==> src/rtl/fir_sum_pkg.sv <==
// Shared constants and helpers for the FIR final-sum stage.
// Optional build macro FIR_SUM_ROUND_EN (used by fir_sum_sat_stage) selects
// round-half-up instead of floor truncation ahead of the right shift.
package fir_sum_pkg;

  // Ceiling log2; returns 0 for n <= 1
  function automatic int clog2(input int n);
    int r;
    r = 0;
    for (int i = 0; i < 31; i++) begin
      if ((32'sd1 <<< i) < n) begin
        r = i + 1;
      end else begin
        r = r;
      end
    end
    return r;
  endfunction

  // Width of the tree sum: input width plus one growth bit per level
  function automatic int sum_width(input int in_w, input int num_mac);
    return in_w + clog2(num_mac);
  endfunction

  // Valid pipeline depth: one bit per tree level plus the output register
  function automatic int vld_depth(input int num_mac);
    return clog2(num_mac) + 1;
  endfunction

  // Valid pipeline depth for the default 4-lane configuration
  localparam int DEF_VLD_DEPTH = vld_depth(4);

  // Largest signed value representable in out_w bits
  function automatic logic signed [63:0] sat_max(input int out_w);
    logic signed [63:0] one;
    one = 64'sd1;
    return (one <<< (out_w - 1)) - one;
  endfunction

  // Smallest signed value representable in out_w bits
  function automatic logic signed [63:0] sat_min(input int out_w);
    logic signed [63:0] one;
    one = 64'sd1;
    return -(one <<< (out_w - 1));
  endfunction

endpackage

==> src/rtl/fir_sum_sat_stage.sv <==
// Round/shift, saturation and output/statistics registers of the FIR final sum.
// FIR_SUM_ROUND_EN defined: round half up before the shift; undefined: floor.
module fir_sum_sat_stage
  import fir_sum_pkg::*;
#(
  parameter int SUM_W     = 18,
  parameter int OUT_W     = 16,
  parameter int SHIFT     = 0,
  parameter int SAT_CNT_W = 8
) (
  input  logic                    clk_i,
  input  logic                    rst_n_i,
  input  logic                    vld_i,
  input  logic signed [SUM_W-1:0] sum_i,
  input  logic                    sat_clr_i,
  output logic [OUT_W-1:0]        out_o,
  output logic                    vld_o,
  output logic                    sat_flag_o,
  output logic [SAT_CNT_W-1:0]    sat_cnt_o
);

  localparam logic signed [63:0]     SMAX    = sat_max(OUT_W);
  localparam logic signed [63:0]     SMIN    = sat_min(OUT_W);
  localparam logic [SAT_CNT_W-1:0]   CNT_TOP = {SAT_CNT_W{1'b1}};

  logic signed [SUM_W:0]   ext_s;
  logic signed [SUM_W:0]   r_s;
  logic signed [63:0]      r64_s;
  logic                    hi_s;
  logic                    lo_s;
  logic [OUT_W-1:0]        sat_val_s;

  logic [OUT_W-1:0]        out_d, out_q;
  logic                    vld_q;
  logic                    flag_d, flag_q;
  logic [SAT_CNT_W-1:0]    cnt_d, cnt_q;

  // One extra bit of headroom so the rounding addend cannot overflow
  assign ext_s = (SUM_W+1)'(sum_i);

  if (SHIFT > 0) begin : g_shift
`ifdef FIR_SUM_ROUND_EN
    localparam logic [SUM_W:0] RND = {{SUM_W{1'b0}}, 1'b1} << (SHIFT - 1);
    assign r_s = (ext_s + $signed(RND)) >>> SHIFT;
`else
    assign r_s = ext_s >>> SHIFT;
`endif
  end else begin : g_noshift
    assign r_s = ext_s;
  end

  assign r64_s = 64'(r_s);
  assign hi_s  = (r64_s > SMAX);
  assign lo_s  = (r64_s < SMIN);

  // Clamp the shifted sum to the signed output range
  always_comb begin
    sat_val_s = r_s[OUT_W-1:0];
    if (hi_s) begin
      sat_val_s = SMAX[OUT_W-1:0];
    end else if (lo_s) begin
      sat_val_s = SMIN[OUT_W-1:0];
    end else begin
      sat_val_s = r_s[OUT_W-1:0];
    end
  end

  // Next output and statistics; a clear overrides any saturation event
  always_comb begin
    out_d  = out_q;
    flag_d = flag_q;
    cnt_d  = cnt_q;
    if (vld_i) begin
      out_d = sat_val_s;
      if (hi_s || lo_s) begin
        flag_d = 1'b1;
        cnt_d  = (cnt_q == CNT_TOP) ? cnt_q : cnt_q + SAT_CNT_W'(1);
      end else begin
        flag_d = flag_q;
        cnt_d  = cnt_q;
      end
    end else begin
      out_d = out_q;
    end
    if (sat_clr_i) begin
      flag_d = 1'b0;
      cnt_d  = '0;
    end else begin
      flag_d = flag_d;
    end
  end

  // Output and statistics registers with synchronous active-low reset
  always_ff @(posedge clk_i) begin
    if (!rst_n_i) begin
      out_q  <= '0;
      vld_q  <= 1'b0;
      flag_q <= 1'b0;
      cnt_q  <= '0;
    end else begin
      out_q  <= out_d;
      vld_q  <= vld_i;
      flag_q <= flag_d;
      cnt_q  <= cnt_d;
    end
  end

  assign out_o      = out_q;
  assign vld_o      = vld_q;
  assign sat_flag_o = flag_q;
  assign sat_cnt_o  = cnt_q;

endmodule

==> src/rtl/fir_final_sum_sat.sv <==
// FIR final-sum stage: pipelined signed adder tree over NUM_MAC partials,
// followed by round/shift/saturate (fir_sum_sat_stage).
// Build macro FIR_SUM_ROUND_EN enables round-half-up before the shift.
module fir_final_sum_sat
  import fir_sum_pkg::*;
#(
  parameter int NUM_MAC   = 4,
  parameter int IN_W      = 16,
  parameter int OUT_W     = 16,
  parameter int SHIFT     = 0,
  parameter int SAT_CNT_W = 8
) (
  input  logic                    iClk_12M,
  input  logic                    iRsn,
  input  logic                    iEnDelay,
  input  logic [NUM_MAC*IN_W-1:0] iMac,
  input  logic                    iSatClr,
  output logic [OUT_W-1:0]        oFirOut,
  output logic                    oFirValid,
  output logic                    oSatFlag,
  output logic [SAT_CNT_W-1:0]    oSatCnt
);

  localparam int LEV       = clog2(NUM_MAC);
  localparam int SUM_W     = sum_width(IN_W, NUM_MAC);
  localparam int NODES     = 1 << LEV;
  localparam int TREE_VLDS = vld_depth(NUM_MAC) - 1;

  // tree_s[l][k] is node k of level l; unused slots are tied to zero, which
  // also provides the zero operand at odd-count levels
  logic signed [SUM_W-1:0] tree_s [LEV+1][NODES];
  logic                    stage_vld_s;

  genvar gl, gk;

  for (gk = 0; gk < NODES; gk++) begin : g_in
    if (gk < NUM_MAC) begin : g_lane
      logic signed [IN_W-1:0] lane_s;
      assign lane_s       = iMac[gk*IN_W +: IN_W];
      assign tree_s[0][gk] = SUM_W'(lane_s);
    end else begin : g_pad
      assign tree_s[0][gk] = '0;
    end
  end

  for (gl = 1; gl <= LEV; gl++) begin : g_lvl
    localparam int W = NODES >> gl;
    logic signed [SUM_W-1:0] node_d [W];
    logic signed [SUM_W-1:0] node_q [W];

    // Pairwise sums of the level below
    always_comb begin
      for (int k = 0; k < W; k++) begin
        node_d[k] = tree_s[gl-1][2*k] + tree_s[gl-1][2*k+1];
      end
    end

    // One pipeline register per tree level
    always_ff @(posedge iClk_12M) begin
      if (!iRsn) begin
        for (int k = 0; k < W; k++) node_q[k] <= '0;
      end else begin
        for (int k = 0; k < W; k++) node_q[k] <= node_d[k];
      end
    end

    for (gk = 0; gk < NODES; gk++) begin : g_out
      if (gk < W) begin : g_used
        assign tree_s[gl][gk] = node_q[gk];
      end else begin : g_zero
        assign tree_s[gl][gk] = '0;
      end
    end
  end

  if (TREE_VLDS == 0) begin : g_vld_none
    assign stage_vld_s = iEnDelay;
  end else begin : g_vld_pipe
    logic [TREE_VLDS-1:0] vld_d, vld_q;

    // Shift the input strobe alongside the tree data
    always_comb begin
      vld_d    = vld_q << 1;
      vld_d[0] = iEnDelay;
    end

    // Valid shift register; reset drops in-flight samples
    always_ff @(posedge iClk_12M) begin
      if (!iRsn) begin
        vld_q <= '0;
      end else begin
        vld_q <= vld_d;
      end
    end

    assign stage_vld_s = vld_q[TREE_VLDS-1];
  end

  fir_sum_sat_stage #(
    .SUM_W     (SUM_W),
    .OUT_W     (OUT_W),
    .SHIFT     (SHIFT),
    .SAT_CNT_W (SAT_CNT_W)
  ) u_sat (
    .clk_i      (iClk_12M),
    .rst_n_i    (iRsn),
    .vld_i      (stage_vld_s),
    .sum_i      (tree_s[LEV][0]),
    .sat_clr_i  (iSatClr),
    .out_o      (oFirOut),
    .vld_o      (oFirValid),
    .sat_flag_o (oSatFlag),
    .sat_cnt_o  (oSatCnt)
  );

endmodule

==> config.mk <==
export PLATFORM = sky130hd
export DESIGN_NAME = fir_final_sum_sat
export DESIGN_NICKNAME = d
export VERILOG_FILES = /design/src/rtl/fir_sum_pkg.sv /design/src/rtl/fir_sum_sat_stage.sv /design/src/rtl/fir_final_sum_sat.sv
export SDC_FILE = /design/constraint.sdc
export NUM_CORES = 1
export LEC_CHECK = 0
export ABC_AREA = 1
export BUFFER_PORTS_ARGS = -buffer_cell sky130_fd_sc_hd__buf_4
export CAP_MARGIN = 20
export CORE_MARGIN = 2
export CORE_UTILIZATION = 31
export DETAILED_ROUTE_END_ITERATION = 8
export PLACE_DENSITY = 0.5
export SLEW_MARGIN = 20
export SYNTH_ARGS = -nofsm -noshare
export SYNTH_HDL_FRONTEND = slang
export SYNTH_SLANG_ARGS = --single-unit
==> constraint.sdc <==
create_clock -name iClk_12M -period 1.75 [get_ports iClk_12M]
set_clock_uncertainty 0.1 [all_clocks]
set_input_delay 0.0875 -clock iClk_12M [delete_from_list [all_inputs] [get_ports iClk_12M]]
set_output_delay 0.0875 -clock iClk_12M [all_outputs]
set_load 0.01 [all_outputs]
# After elaboration in Yosys (flattened, before gate mapping)

Memory sizes are Yosys's and may differ from the RTL's.
Index checks and enable logic that the tools add are counted.

Mux-type cells: 8
Add/sub/neg operators: 4
Reductions and logical operators: 5
Bitwise gates (word level): 4
$lt $le $gt $ge: 2
Equal/unequal tests: 1

Operators with widths:

| kind                                                                           | number |
|---|---|
| 18-bit two-way mux                                                             | 3 |
| 16-bit by 16-bit adder with 17-bit output                                      | 2 |
| 16-bit two-way mux                                                             | 2 |
| 18-bit adder                                                                   | 1 |
| 18-bit by 16-bit > comparator with 1-bit output, second input constant         | 1 |
| 18-bit by 16-bit less-than comparator with 1-bit output, second input constant | 1 |
| 18-bit OR reduction                                                            | 1 |
| 8-bit by 1-bit adder with 8-bit output, second input constant                  | 1 |
| 8-bit equality test, second input constant                                     | 1 |
| 1-bit two-way mux                                                              | 3 |
| 3-bit AND reduction                                                            | 1 |
| 1-bit NOT                                                                      | 2 |
| 1-bit OR                                                                       | 2 |
| 2-bit AND reduction                                                            | 1 |
| 2-bit OR reduction                                                             | 1 |
| 1-bit logical OR                                                               | 1 |

Memories: 2
Flip-flop bits (word level): 28
Logic and storage cells: 31
Memory bits (writable): 54
Output and inout port bits: 26

Memory list:

| name            | depth | bits a word | rd ports | clocked after memory_dff | wr ports | RTL line                | RTL |
|---|---|---|---|---|---|---|---|
| g_lvl[1].node_q | 2     | 18          | 2        | 0                        | 2        | fir_final_sum_sat.sv:49 | `logic signed [SUM_W-1:0] node_q [W];` |
| g_lvl[2].node_q | 1     | 18          | 1        | 0                        | 1        | fir_final_sum_sat.sv:49 |  |

# Depth between registers and ports, before layout

An unclocked memory read counts as a cell.

Word-level depth: 4
Gate-level depth with buffers: 11

# By module

From an unflattened synthesis, not the netlist that was laid out.

Cell total of the unflattened synthesis: 781
Area total of the unflattened synthesis: 5321.4 um^2

By module, submodules not included:

| module            | area an instance (um^2) | cells an instance | times used |
|---|---|---|---|
| fir_final_sum_sat | 4096.4                  | 628               | 1 |
| fir_sum_sat_stage | 1224.9                  | 153               | 1 |

# Worst setup path before layout

No wires, ideal clock.

Kind: reg2reg
Start point: memory g_lvl[1].node_q[0][0]
End point: memory g_lvl[2].node_q[0][14]
Library setup time: 0.115 ns
Cell stages (with the launch flop): 10
Setup slack: 0.007 ns
Path buffers: 0
Data arrival time: 1.529 ns
Required time: 1.535 ns
Cells stage by stage: dfxtp_1 -> ha_1 -> inv_1 -> fa_1 -> o21ai_2 -> nand2_1 -> nand2_1 -> nand2_1 -> a21oi_1 -> nor2_1

RTL lines:

| element     | RTL line |
|---|---|
| from (decl) | fir_final_sum_sat.sv:49 |
| to (decl)   | fir_final_sum_sat.sv:49 |

==> metrics <==
final hold violations 0; Synth area leader dfxtp_1; drt first-iter violations 217; Post-synth top cells 218 x nand2_1, 97 x a21oi_1, 85 x inv_1, 80 x dfxtp_1, 72 x nor2_1; worst r2r src g_lvl[1].node_q[0][18]$_SDFF_PN0_; failing checks negative setup slack; maxcap violations 0; unrepaired setup endpoints after global routing true; Hold Slack 0.00958 ns; clock slew at reported path FFs about 0.060 ns; initial core utilization about a third; Ys Warns 0; outcome finished, violations left; Slew Limit Fails 0; HPWL after DPL between 10000 and 15000 um; Synth-to-Final Area Change 34.8%; Congestion Overflow GR 0; Worst slew margin between 70% and 80%; post-synth net total between 800 and 900; R2R Setup Slk -0.008 ns; Worst Setup End Kind flop; Hold/Removal Path Class input pin to flop; synthesized instance count 745; worst slew pin tran between 0.3 and 0.4 ns; CTS tree yes; WL per Instance about 12 um; CTS Buffer Depth 2; worst skew pair latency between 0.3 and 0.4 ns; worst r2r path cells 11; GR Util All Layers ~15%; CP Data Arrival Time ~1.9 ns; total CTS buffers 9; root buf cell clkbuf_16; fraction of layout cells with a size suffix above 1 between 20% and 30%; worst hold path stage count 4; hold_sp iMac[49]; Max VDD drop ~0.0005 V; routed vias a little under 5k; Nets 995; DRT antenna net count 0; H-Tree Depth 3; PD cells between 800 and 900 mW/mm^2; die height between 100 and 150 um; antenna cells 0; drt drc 0; Post-Route Utilization ~42%; ys async rst share 0%; core area between 0.015 and 0.02 mm^2; critical path launch point type flop; number of flops mapped to enable cells by yosys 0; first-pass GRT wire length 20900 um; Placed Area 0.00609 mm^2; I/O Buffers a little over 90; Area contributors post-synth dfxtp_1 32%, nand2_1 17%, ha_1 13%; most used flip-flop cell after synthesis dfxtp_1; Die X 130 um; leakage ~3.4 nW; GPL Wtd Cong 0.853; fmax 569 MHz; fin crit share 100%; Via density roughly 4.5; Post-Syn Area per Cell 6.65 um^2; io pins 94; Fill cells ~1.8k; final setup violation count 1; drt first pass iters 5; Critical Path Fanout Max 3; Final Instance Area approximately 0.0067 mm^2; hold path endpoint g_lvl[1].node_q[0][19]$_SDFF_PN0_; total die area roughly 0.017 mm^2; share of the synthesized area in the top cell type ~32%; critical path class flop to flop; pre-CTS WS -0.0872 ns; post-synth cell types 30; Detailed Route WL between 10000 and 15000 um; vias in the first global route around 4.6k; CTS sink count 80; Placement Rows 46; Post-Syn Area 0.00496 mm^2; Reg-to-Reg End g_lvl[2].node_q[0][10]$_SDFF_PN0_; initial antenna violation count 0; largest net degree at the start of global routing 34; sequential-to-total area share from yosys stat between 30% and 40%; top-count cell post-synth nand2_1; final period demand of the worst path ~1.8 ns; synthesized flop and latch total 80; Total Power a little under 6 mW; Req. time, crit path about 1.9 ns; Final WS setup -0.00793 ns
placed cells by master (no fill, tap or decap), types with 2 or more instances in the layout:
| master | n |
|---|---|
| nor2_2 | 4 |
| nor2_1 | 70 |
| dfxtp_1 | 78 |
| nor3_1 | 10 |
| inv_1 | 84 |
| a21oi_1 | 86 |
| nand4_1 | 2 |
| clkbuf_8 | 2 |
| bufinv_16 | 2 |
| buf_4 | 122 |
| a21o_1 | 4 |
| nand3_1 | 34 |
| xor2_1 | 2 |
| ha_1 | 43 |
| o21a_1 | 5 |
| fa_1 | 2 |
| inv_2 | 4 |
| inv_6 | 2 |
| dfxtp_2 | 2 |
| nand3_2 | 3 |
| o21ai_4 | 2 |
| ha_2 | 2 |
| dlygate4sd3_1 | 6 |
| a21oi_2 | 12 |
| clkbuf_16 | 9 |
| xnor2_1 | 3 |
| o21ai_0 | 47 |
| ha_4 | 5 |
| and2_1 | 3 |
| o21bai_1 | 2 |
| nand2_2 | 10 |
| nand2_1 | 207 |
critical path, stage by stage (launching register included):
cell and delay, ns:
dfxtp_2 0.34, ha_4 0.14, inv_2 0.04, fa_2 0.39, o21ai_4 0.20, nand2_1 0.09, nand2_2 0.09, nand2_1 0.05
nand2_1 0.07, nand2_1 0.05, nand2_1 0.05, nor2_1 0.04
sequential cells by signal (all words and copies together), names as in the netlist:
signal / count
u_sat.sat_flag_o: 1
g_vld_pipe.vld_q: 2
g_lvl.node_q: 52
u_sat.vld_o: 1
u_sat.sat_cnt_o: 8
u_sat.out_o: 16
repair_timing:
| item | CTS | global route |
|---|---|---|
| gates resized for setup | 3 | 41 |
| pin swaps | 1 | 9 |
| setup endpoints to repair | 5 | 11 |
| buffers inserted | 0 | 2 |
| hold endpoints to repair | 9 | 0 |
| hold buffers | 6 | 0 |
worst max path at each step:
| stage | startpoint | end | slack [ns] | cells after the start |
|---|---|---|---|---|
| floorplan | g_lvl[1].node_q[0][0]$_SDFF_PN0_ | g_lvl[2].node_q[0][14]$_SDFF_PN0_ | 0.007 | 9 |
| global placement | g_lvl[1].node_q[0][0]$_SDFF_PN0_ | g_lvl[2].node_q[0][12]$_SDFF_PN0_ | -0.05 | 11 |
| detailed placement | g_lvl[1].node_q[0][0]$_SDFF_PN0_ | g_lvl[2].node_q[0][16]$_SDFF_PN0_ | -0.09 | 9 |
| CTS | g_lvl[1].node_q[0][0]$_SDFF_PN0_ | g_lvl[2].node_q[0][16]$_SDFF_PN0_ | 0.009 | 9 |
| global route | g_lvl[1].node_q[0][18]$_SDFF_PN0_ | g_lvl[2].node_q[0][10]$_SDFF_PN0_ | -0.10 | 11 |
| finish | g_lvl[1].node_q[0][18]$_SDFF_PN0_ | g_lvl[2].node_q[0][10]$_SDFF_PN0_ | -0.008 | 11 |
where the power goes:
group          total [mW]  internal, mW  leakage (nW)  switching (mW)
logic                1.60         0.680          2.56           0.918
clock network        2.10          1.34         0.167           0.758
registers            2.09          2.01         0.661          0.0785
through the flow:
stage / instances / TNS [ns]
6_report: 1095 / -0.00793
5_1_grt: 1095 / -0.401
4_1_cts: 1093 / 0
3_5_place_dp: 1071 / -0.296
3_3_place_gp: 1071 / -0.190
2_1_floorplan: 745 / 0
per-layer routing:
metal / global-route usage (%) / routed length (um) / up-vias
met5: 0 / 0 / -
met2: 26.5 / 6000 / 110
met1: 19.6 / 6100 / 2117
met3: 2.57 / 508 / 25
li1: - / - / 2679
met4: 5.82 / 371 / 0
layout make-up:
cell class | count | area [um^2] | share of cell area (%)
Tap cell | 216 | 270 | 4.05
Inverter | 89 | 335 | 5.02
Clock buffer | 11 | 253 | 3.78
Sequential cell | 80 | 1600 | 24.0
Multi-Input combinational cell | 566 | 3150 | 47.2
Timing Repair Buffer | 128 | 976 | 14.6
Clock inverter | 5 | 86.3 | 1.29
logic make-up after synthesis:
family | Yosys count | share of synthesized area, %
flip-flops | 80 | 32.3
AND/OR/NAND/NOR | 349 | 28.4
AO/OA/AOI/OAI | 159 | 17.0
buffers and inverters | 99 | 7.60
XOR/XNOR | 5 | 0.884
adder cells (fa/ha/maj) | 53 | 13.8
(Power assumes the default switching activity.)
